===== src/rtl/branch_resolve_unit_if.sv =====
// Fetch/execute-facing bus of the branch resolve unit.
// Stats outputs exist only when BRANCH_RESOLVE_STATS_EN is defined.
interface branch_resolve_unit_if #(
    parameter int DEPTH = 4,
    parameter int PC_W  = 32,
    localparam int TAG_W = $clog2(DEPTH)
);
    logic             alloc_valid;
    logic [PC_W-1:0]  alloc_pc;
    logic [PC_W-1:0]  alloc_pred_target;
    logic             alloc_pred_taken;
    logic             alloc_ready;
    logic [TAG_W-1:0] alloc_tag;

    logic             res_valid;
    logic [TAG_W-1:0] res_tag;
    logic             res_taken;
    logic [PC_W-1:0]  res_target;

    logic             flush;
    logic [TAG_W-1:0] flush_tag;
    logic             redirect_valid;
    logic [PC_W-1:0]  redirect_pc;
`ifdef BRANCH_RESOLVE_STATS_EN
    logic [31:0]      stat_resolved;
    logic [31:0]      stat_mispred;
`endif

    modport master (
`ifdef BRANCH_RESOLVE_STATS_EN
        input  stat_resolved, stat_mispred,
`endif
        output alloc_valid, alloc_pc, alloc_pred_target, alloc_pred_taken,
        output res_valid, res_tag, res_taken, res_target,
        input  alloc_ready, alloc_tag, flush, flush_tag, redirect_valid, redirect_pc
    );

    modport slave (
`ifdef BRANCH_RESOLVE_STATS_EN
        output stat_resolved, stat_mispred,
`endif
        input  alloc_valid, alloc_pc, alloc_pred_target, alloc_pred_taken,
        input  res_valid, res_tag, res_taken, res_target,
        output alloc_ready, alloc_tag, flush, flush_tag, redirect_valid, redirect_pc
    );
endinterface


===== src/rtl/branch_resolve_unit.sv =====
// In-order branch tracking buffer: allocates tags, detects mispredicts, flushes/redirects.
// Optional counters enabled by BRANCH_RESOLVE_STATS_EN.
module branch_resolve_unit #(
    parameter int DEPTH        = 4,
    parameter int PC_W         = 32,
    parameter int FLUSH_CYCLES = 2,
    localparam int TAG_W       = $clog2(DEPTH)
) (
    input logic                  clk,
    input logic                  rst_n,
    branch_resolve_unit_if.slave bus
);
    typedef enum logic {IDLE, FLUSH} state_t;

    localparam int CNT_W = (FLUSH_CYCLES > 1) ? $clog2(FLUSH_CYCLES) : 1;
    localparam logic [CNT_W-1:0] CNT_LOAD = CNT_W'(FLUSH_CYCLES - 1);

    state_t                     state, state_nxt;
    logic [CNT_W-1:0]           cnt, cnt_nxt;
    logic                       flush_c;

    logic [TAG_W:0]             head, tail;
    logic [DEPTH-1:0]           ent_valid, ent_resolved, ent_pred_taken;
    logic [DEPTH-1:0][PC_W-1:0] ent_pc, ent_pred_target;

    logic [TAG_W-1:0]           head_idx, tail_idx, rtag, res_off;
    logic [TAG_W:0]             res_ptr;
    logic                       full, alloc_ok, alloc_fire;
    logic                       res_hit, mispred, res_ok, retire;
    logic [DEPTH-1:0]           younger;
    logic [PC_W-1:0]            redir_pc_c;

    assign head_idx   = head[TAG_W-1:0];
    assign tail_idx   = tail[TAG_W-1:0];
    assign rtag       = bus.res_tag;
    assign full       = (tail - head) == (TAG_W+1)'(DEPTH);
    assign alloc_ok   = !full && (state == IDLE);
    assign alloc_fire = bus.alloc_valid && alloc_ok;

    // Only live, not-yet-resolved entries react to a resolve.
    assign res_hit = bus.res_valid && ent_valid[rtag] && !ent_resolved[rtag];
    assign mispred = res_hit &&
                     ((ent_pred_taken[rtag] != bus.res_taken) ||
                      (bus.res_taken && (ent_pred_target[rtag] != bus.res_target)));
    assign res_ok  = res_hit && !mispred;
    assign retire  = ent_valid[head_idx] && ent_resolved[head_idx];

    // Age of the resolved entry relative to head; rebuild its full pointer so the wrap bit stays right.
    assign res_off    = rtag - head_idx;
    assign res_ptr    = head + {1'b0, res_off};
    assign redir_pc_c = bus.res_taken ? bus.res_target : ent_pc[rtag] + PC_W'(4);

    always_comb begin
        younger = '0;
        for (int i = 0; i < DEPTH; i++)
            younger[i] = (TAG_W'(i) - head_idx) > res_off;
    end

    always_ff @(posedge clk or negedge rst_n) begin
        if (!rst_n) begin
            state <= IDLE;
            cnt   <= '0;
        end else begin
            state <= state_nxt;
            cnt   <= cnt_nxt;
        end
    end

    always_comb begin
        state_nxt = state;
        cnt_nxt   = cnt;
        flush_c   = 1'b0;
        case (state)
            IDLE: begin
                if (mispred) begin
                    state_nxt = FLUSH;
                    cnt_nxt   = CNT_LOAD;
                end
            end
            FLUSH: begin
                flush_c = 1'b1;
                if (mispred)
                    cnt_nxt = CNT_LOAD;
                else if (cnt == '0)
                    state_nxt = IDLE;
                else
                    cnt_nxt = cnt - 1'b1;
            end
            default: state_nxt = IDLE;
        endcase
    end

    always_ff @(posedge clk or negedge rst_n) begin
        if (!rst_n) begin
            head            <= '0;
            tail            <= '0;
            ent_valid       <= '0;
            ent_resolved    <= '0;
            ent_pred_taken  <= '0;
            ent_pc          <= '0;
            ent_pred_target <= '0;
        end else begin
            // A mispredict in the same cycle means this alloc is on the wrong path.
            if (alloc_fire && !mispred) begin
                ent_valid[tail_idx]       <= 1'b1;
                ent_resolved[tail_idx]    <= 1'b0;
                ent_pc[tail_idx]          <= bus.alloc_pc;
                ent_pred_taken[tail_idx]  <= bus.alloc_pred_taken;
                ent_pred_target[tail_idx] <= bus.alloc_pred_target;
                tail                      <= tail + 1'b1;
            end
            if (retire) begin
                ent_valid[head_idx]    <= 1'b0;
                ent_resolved[head_idx] <= 1'b0;
                head                   <= head + 1'b1;
            end
            if (res_ok)
                ent_resolved[rtag] <= 1'b1;
            if (mispred) begin
                ent_resolved[rtag] <= 1'b1;
                tail               <= res_ptr + 1'b1;
                for (int i = 0; i < DEPTH; i++) begin
                    if (younger[i]) begin
                        ent_valid[i]    <= 1'b0;
                        ent_resolved[i] <= 1'b0;
                    end
                end
            end
        end
    end

    logic             redirect_valid_q;
    logic [PC_W-1:0]  redirect_pc_q;
    logic [TAG_W-1:0] flush_tag_q;

    always_ff @(posedge clk or negedge rst_n) begin
        if (!rst_n) begin
            redirect_valid_q <= 1'b0;
            redirect_pc_q    <= '0;
            flush_tag_q      <= '0;
        end else begin
            redirect_valid_q <= mispred;
            if (mispred) begin
                redirect_pc_q <= redir_pc_c;
                flush_tag_q   <= rtag;
            end
        end
    end

    assign bus.alloc_ready    = alloc_ok;
    assign bus.alloc_tag      = tail_idx;
    assign bus.flush          = flush_c;
    assign bus.flush_tag      = flush_tag_q;
    assign bus.redirect_valid = redirect_valid_q;
    assign bus.redirect_pc    = redirect_pc_q;

`ifdef BRANCH_RESOLVE_STATS_EN
    logic [31:0] stat_res_q, stat_mis_q;

    always_ff @(posedge clk or negedge rst_n) begin
        if (!rst_n) begin
            stat_res_q <= '0;
            stat_mis_q <= '0;
        end else begin
            if (res_hit && (stat_res_q != '1))
                stat_res_q <= stat_res_q + 1'b1;
            if (mispred && (stat_mis_q != '1))
                stat_mis_q <= stat_mis_q + 1'b1;
        end
    end

    assign bus.stat_resolved = stat_res_q;
    assign bus.stat_mispred  = stat_mis_q;
`endif

endmodule


===== src/flat_wrapper.sv =====
// flat-port wrapper written by rule: the top's interface ports become plain ports
module branch_resolve_unit_flat 
#(
    parameter int DEPTH        = 4,
    parameter int PC_W         = 32,
    parameter int FLUSH_CYCLES = 2,
    localparam int TAG_W       = $clog2(DEPTH)
)
  (clk, rst_n, bus_alloc_valid, bus_alloc_pc, bus_alloc_pred_target, bus_alloc_pred_taken, bus_res_valid, bus_res_tag, bus_res_taken, bus_res_target, bus_alloc_ready, bus_alloc_tag, bus_flush, bus_flush_tag, bus_redirect_valid, bus_redirect_pc);
  branch_resolve_unit_if #(.DEPTH(DEPTH), .PC_W(PC_W)) bus_i ();
  input logic clk;
  input logic rst_n;
  input wire logic [$bits(bus_i.alloc_valid)-1:0] bus_alloc_valid;
  input wire logic [$bits(bus_i.alloc_pc)-1:0] bus_alloc_pc;
  input wire logic [$bits(bus_i.alloc_pred_target)-1:0] bus_alloc_pred_target;
  input wire logic [$bits(bus_i.alloc_pred_taken)-1:0] bus_alloc_pred_taken;
  input wire logic [$bits(bus_i.res_valid)-1:0] bus_res_valid;
  input wire logic [$bits(bus_i.res_tag)-1:0] bus_res_tag;
  input wire logic [$bits(bus_i.res_taken)-1:0] bus_res_taken;
  input wire logic [$bits(bus_i.res_target)-1:0] bus_res_target;
  output wire logic [$bits(bus_i.alloc_ready)-1:0] bus_alloc_ready;
  output wire logic [$bits(bus_i.alloc_tag)-1:0] bus_alloc_tag;
  output wire logic [$bits(bus_i.flush)-1:0] bus_flush;
  output wire logic [$bits(bus_i.flush_tag)-1:0] bus_flush_tag;
  output wire logic [$bits(bus_i.redirect_valid)-1:0] bus_redirect_valid;
  output wire logic [$bits(bus_i.redirect_pc)-1:0] bus_redirect_pc;
  assign bus_i.alloc_valid = bus_alloc_valid;
  assign bus_i.alloc_pc = bus_alloc_pc;
  assign bus_i.alloc_pred_target = bus_alloc_pred_target;
  assign bus_i.alloc_pred_taken = bus_alloc_pred_taken;
  assign bus_i.res_valid = bus_res_valid;
  assign bus_i.res_tag = bus_res_tag;
  assign bus_i.res_taken = bus_res_taken;
  assign bus_i.res_target = bus_res_target;
  assign bus_alloc_ready = bus_i.alloc_ready;
  assign bus_alloc_tag = bus_i.alloc_tag;
  assign bus_flush = bus_i.flush;
  assign bus_flush_tag = bus_i.flush_tag;
  assign bus_redirect_valid = bus_i.redirect_valid;
  assign bus_redirect_pc = bus_i.redirect_pc;
  branch_resolve_unit #(.DEPTH(DEPTH), .PC_W(PC_W), .FLUSH_CYCLES(FLUSH_CYCLES)) u_core (.clk(clk), .rst_n(rst_n), .bus(bus_i));
endmodule

===== config.mk =====
export PLATFORM = sky130hd
export DESIGN_NAME = branch_resolve_unit_flat
export DESIGN_NICKNAME = d
export VERILOG_FILES = /design/src/rtl/branch_resolve_unit_if.sv /design/src/rtl/branch_resolve_unit.sv /design/src/flat_wrapper.sv
export SDC_FILE = /design/constraint.sdc
export NUM_CORES = 1
export LEC_CHECK = 0
export CORE_UTILIZATION = 50
export DETAILED_ROUTE_END_ITERATION = 8
export PLACE_DENSITY = 0.74
export RECOVER_POWER = 25
export SLEW_MARGIN = 0
export SYNTH_ARGS = -nofsm -noshare
export SYNTH_HDL_FRONTEND = slang
export SYNTH_SLANG_ARGS = --single-unit

===== constraint.sdc =====
create_clock -name clk -period 2.5 [get_ports clk]
set_input_delay 0.625 -clock clk [delete_from_list [all_inputs] [get_ports clk]]
set_output_delay 0.625 -clock clk [all_outputs]
set_load 0.02 [all_outputs]

==> run_results.csv <==
group,metric,value,unit
route,routed_wl,43600,um
clocking,clock_latency,520,ps
setup_path,r2r_cells,11,
global_route,grt_max_degree,81,
synth,ys_seq_area_share,50.6,%
setup_path,end_kind,"flip-flop",
sta,postLayoutSetupSlackWorst,-612,ps
job,drv_cap,0,
synth,synth_area,15400,um^2
synth,yosys_most_used_dff,"dfrtp_1",
pwr,powerDensity,1220,nW/um^2
status,status,"finished, violations left",
clocking,cts.reportedPaths.clkPinSlew,60,ps
route,via_count,10800,
cells_and_area,drive_gt1_share,41.4,%
setup_path,cp.arrival,3510,ps
floorplan,design.core.area,30000,um^2
pwr,leakage,0.00908,uW
sta,finalSetupViolCount,308,
cells_and_area,multi_input_area,7710,um^2
pwr,ir_worst_vdd,0.000789,V
clocking,clockBufferDepth,3,
sta,skew,14.7,ps
worst_hold_path,worstHoldPathType,"in -> async",
sta,period_share,124,%
route,postRouteAntennaNets,0,
setup_path,crit_type,"in -> reg",
synth,ys_types,59,
pwr,p_comb_share,44.2,%
placement,dp_hpwl,27700,um
cells_and_area,areaGrowthSynthToFinish,37.2,%
pwr,p_clk_share,20.4,%
cells_and_area,n_antenna_cell,0,
pwr,intPower,17700,uW
cells_and_area,seq_area,7780,um^2
synth,synthArstFlopShare,100,%
route,avgViaCountPerCell,5.86,
sta,tightest_slew,1120,ps
floorplan,placementRows,63,
setup_path,crit_path_max_incr_delay,350,ps
placement,io_buffers,142,
cells_and_area,fillerInstances,1883,
cells_and_area,utilization,70.4,%
clocking,cts_buffers,35,
route,drc,0,
clocking,htreeDepth,2,
sta,fmax,321,MHz
cells_and_area,fin_area,21100,um^2
route,first_pass_iters,6,
placement,place_area,18400,um^2
setup_path,startpoint_type,"input port",
cells_and_area,layout.nets,1560,
sta,finalMaxSlewViolations,0,
cells_and_area,layout.cells.non_filler,1846,
synth,netlist_instances,1102,
synth,avgSynthCellArea,13.9,um^2
status,violations,"negative setup slack",
route,wl_per_cell,23.6,um
floorplan,io_pins,143,
global_route,grt_pass1_wl,66400,um
clocking,clk_root_buffer_cell,"clkbuf_16",
synth,synthesis.nets,1230,
floorplan,die-height,177,um
global_route,grt_pass1_vias,11300,
setup_path,worstPathCellList,"buf_16 > buf_4 > mux2i_1 > o22ai_1 > nor4_1 > mux2i_1 > nor3_2 > buf_4 > nand3_4 > a21oi_4 > buf_8 > buf_6 > buf_12 > mux2_2",
global_route,antenna_found_initial,0,
sta,rsz0062_at_grt,"yes",
floorplan,design.die.area,31400,um^2
floorplan,die_w,177,um
synth,yosysWarningCount,0,
synth,ys_ff_latch,311,
setup_path,r2r_slack,-540,ps
pwr,p_sw,8060,uW
floorplan,start_util,51.3,%
clocking,clock_sinks,311,
sta,min_period,3110,ps
setup_path,critPathRequiredTime,2900,ps
synth,synth_edf_count,0,
setup_path,cp_max_fo,17,
placement,place_inst,1737,
pwr,p_sw_share,31.3,%
route,drtIter0Drc,828,
global_route,track_usage,28.0,%
setup_path,slowest_stage,"mux2_2",
placement,place_congestion,0.919,
global_route,grt_overflow,0,
sta,finalHoldViolCount,0,
pwr,seqPwrFrac,35.4,%
clocking,cts_tree,"done",
sta,slew_headroom,25.3,%
## cell type report
cell class / instances / share of cell area [%]
repair buffers: 354 / 18.3
clock buffers: 53 / 5.15
flip-flops and latches: 311 / 36.9
inverters: 15 / 0.267
multi-input cells: 715 / 36.6
clock inverters: 8 / 0.457
well taps: 390 / 2.31
## critical path, delay by kind of cell
| kind | cells | cell delay, ps |
|---|---|---|
| buf+inv | 6 | 940 |
| simple gates | 3 | 610 |
| mux | 3 | 900 |
| compound gates | 2 | 370 |
## per-stage QoR
step	hold slack [ps]	setup WS (ps)	power, uW	TNS (ps)
after floorplan	329	-568	14800	-150780
after global placement	459	-1140	17800	-331830
after detailed placement	472	-1220	18200	-349200
after CTS	7.48	-485	24900	-120510
after global routing	412	-712	26900	-189720
final	324	-612	25700	-160110
## path summary, 6_finish.rpt
| kind | from | to |
|---|---|---|
| worst max-delay path | bus_res_tag[0] | u_core.ent_pc[1]$_DFFE_PN0P_ |
| worst min-delay path | rst_n | u_core.ent_pc[12]$_DFFE_PN0P_ |
| worst max register to register | u_core.ent_pred_target[122]$_DFFE_PN0P_ | u_core.ent_pc[1]$_DFFE_PN0P_ |
| worst min register to register | u_core.ent_pred_target[116]$_DFFE_PN0P_ | u_core.ent_pred_target[116]$_DFFE_PN0P_ |
| max in group asynchronous | rst_n | u_core.bus.redirect_valid$_DFF_PN0_ |
| min in group clk | u_core.ent_pred_target[116]$_DFFE_PN0P_ | u_core.ent_pred_target[116]$_DFFE_PN0P_ |
## registers in the layout, summed over array words and instances, names as in the netlist, 2 cells and up
register                cells
u_core.ent_pc             128
u_core.ent_pred_target    128
u_core.bus.redirect_pc     32
u_core.ent_pred_taken       4
u_core.ent_resolved         4
u_core.ent_valid            4
u_core.head                 3
u_core.tail                 3
u_core.bus.flush_tag        2
## power by group through the flow
stage / registers, uW / logic (uW) / clock network (uW)
final: 9120 / 11400 / 5240
after global routing: 9350 / 12100 / 5510
after CTS: 8980 / 10700 / 5280
after detailed placement: 8980 / 9210 / 0
after global placement: 8870 / 8950 / 0
after floorplan: 8860 / 5910 / 0
## synth_stat cells (all sizes together), types with 10 or more instances
library cell  count  area share [%]
a21oi            15            0.71
buf              50             3.2
clkbuf           11            0.29
dfrtp           311              51
ha               22             1.8
inv              15            0.37
mux2            289              21
mux2i            49             3.2
mux4             44             6.4
nand2            58             1.4
nand3            17            0.63
nand4            10            0.41
nor2             22            0.54
o21ai            51             1.7
xnor2            43             2.5
xor2             21             1.2
## kinds of logic (layout without fill, tap and decap cells)
kind of cell | Yosys count | count (layout) | synth area share [%]
muxes | 382 | 382 | 30.8
DFF | 311 | 311 | 50.6
and+or+nand+nor | 133 | 133 | 4.10
AOI/OAI and AO/OA | 112 | 112 | 4.95
buffers and inverters | 76 | 430 | 3.81
xor gates and xnor gates | 64 | 64 | 3.65
adders and majority gates | 24 | 24 | 2.05
## cell usage in the layout, fill, tap and decap left out, types with 6 or more instances in the layout
cell             instances
mux2_4                 121
buf_4                  145
nand2_1                 56
nand4_1                 10
nand3_1                 15
mux2i_1                 37
buf_16                  18
inv_1                   11
mux2i_2                  8
mux2_2                 120
buf_12                  25
clkbuf_16               43
mux4_2                  44
clkbuf_8                10
xnor2_1                 41
buf_6                   15
clkdlybuf4s50_1        136
clkbuf_1                 6
mux2_1                  48
dfrtp_1                311
o21ai_0                 44
xor2_1                  20
nor2_1                  20
a21oi_1                 12
ha_1                    20
## timing repair
item | CTS | global route
endpoints found under the setup margin | 309 | 309
buffers inserted | 17 | 13
hold buffers | 0 | 0
pin swaps | 4 | 5
cloned | 13 | 7
hold endpoints to repair | 0 | 0
resized for setup | 125 | 68
## layer usage
metal / track usage (%) / vias to the layer above / wire length, um
met3: 3.96 / 126 / 2560
met1: 38.1 / 5551 / 18200
met2: 45.4 / 419 / 21000
met4: 10.8 / 0 / 1880
li1: - / 4714 / -
met5: 0 / - / 0
No activity file was read; power rests on OpenSTA's default activity.
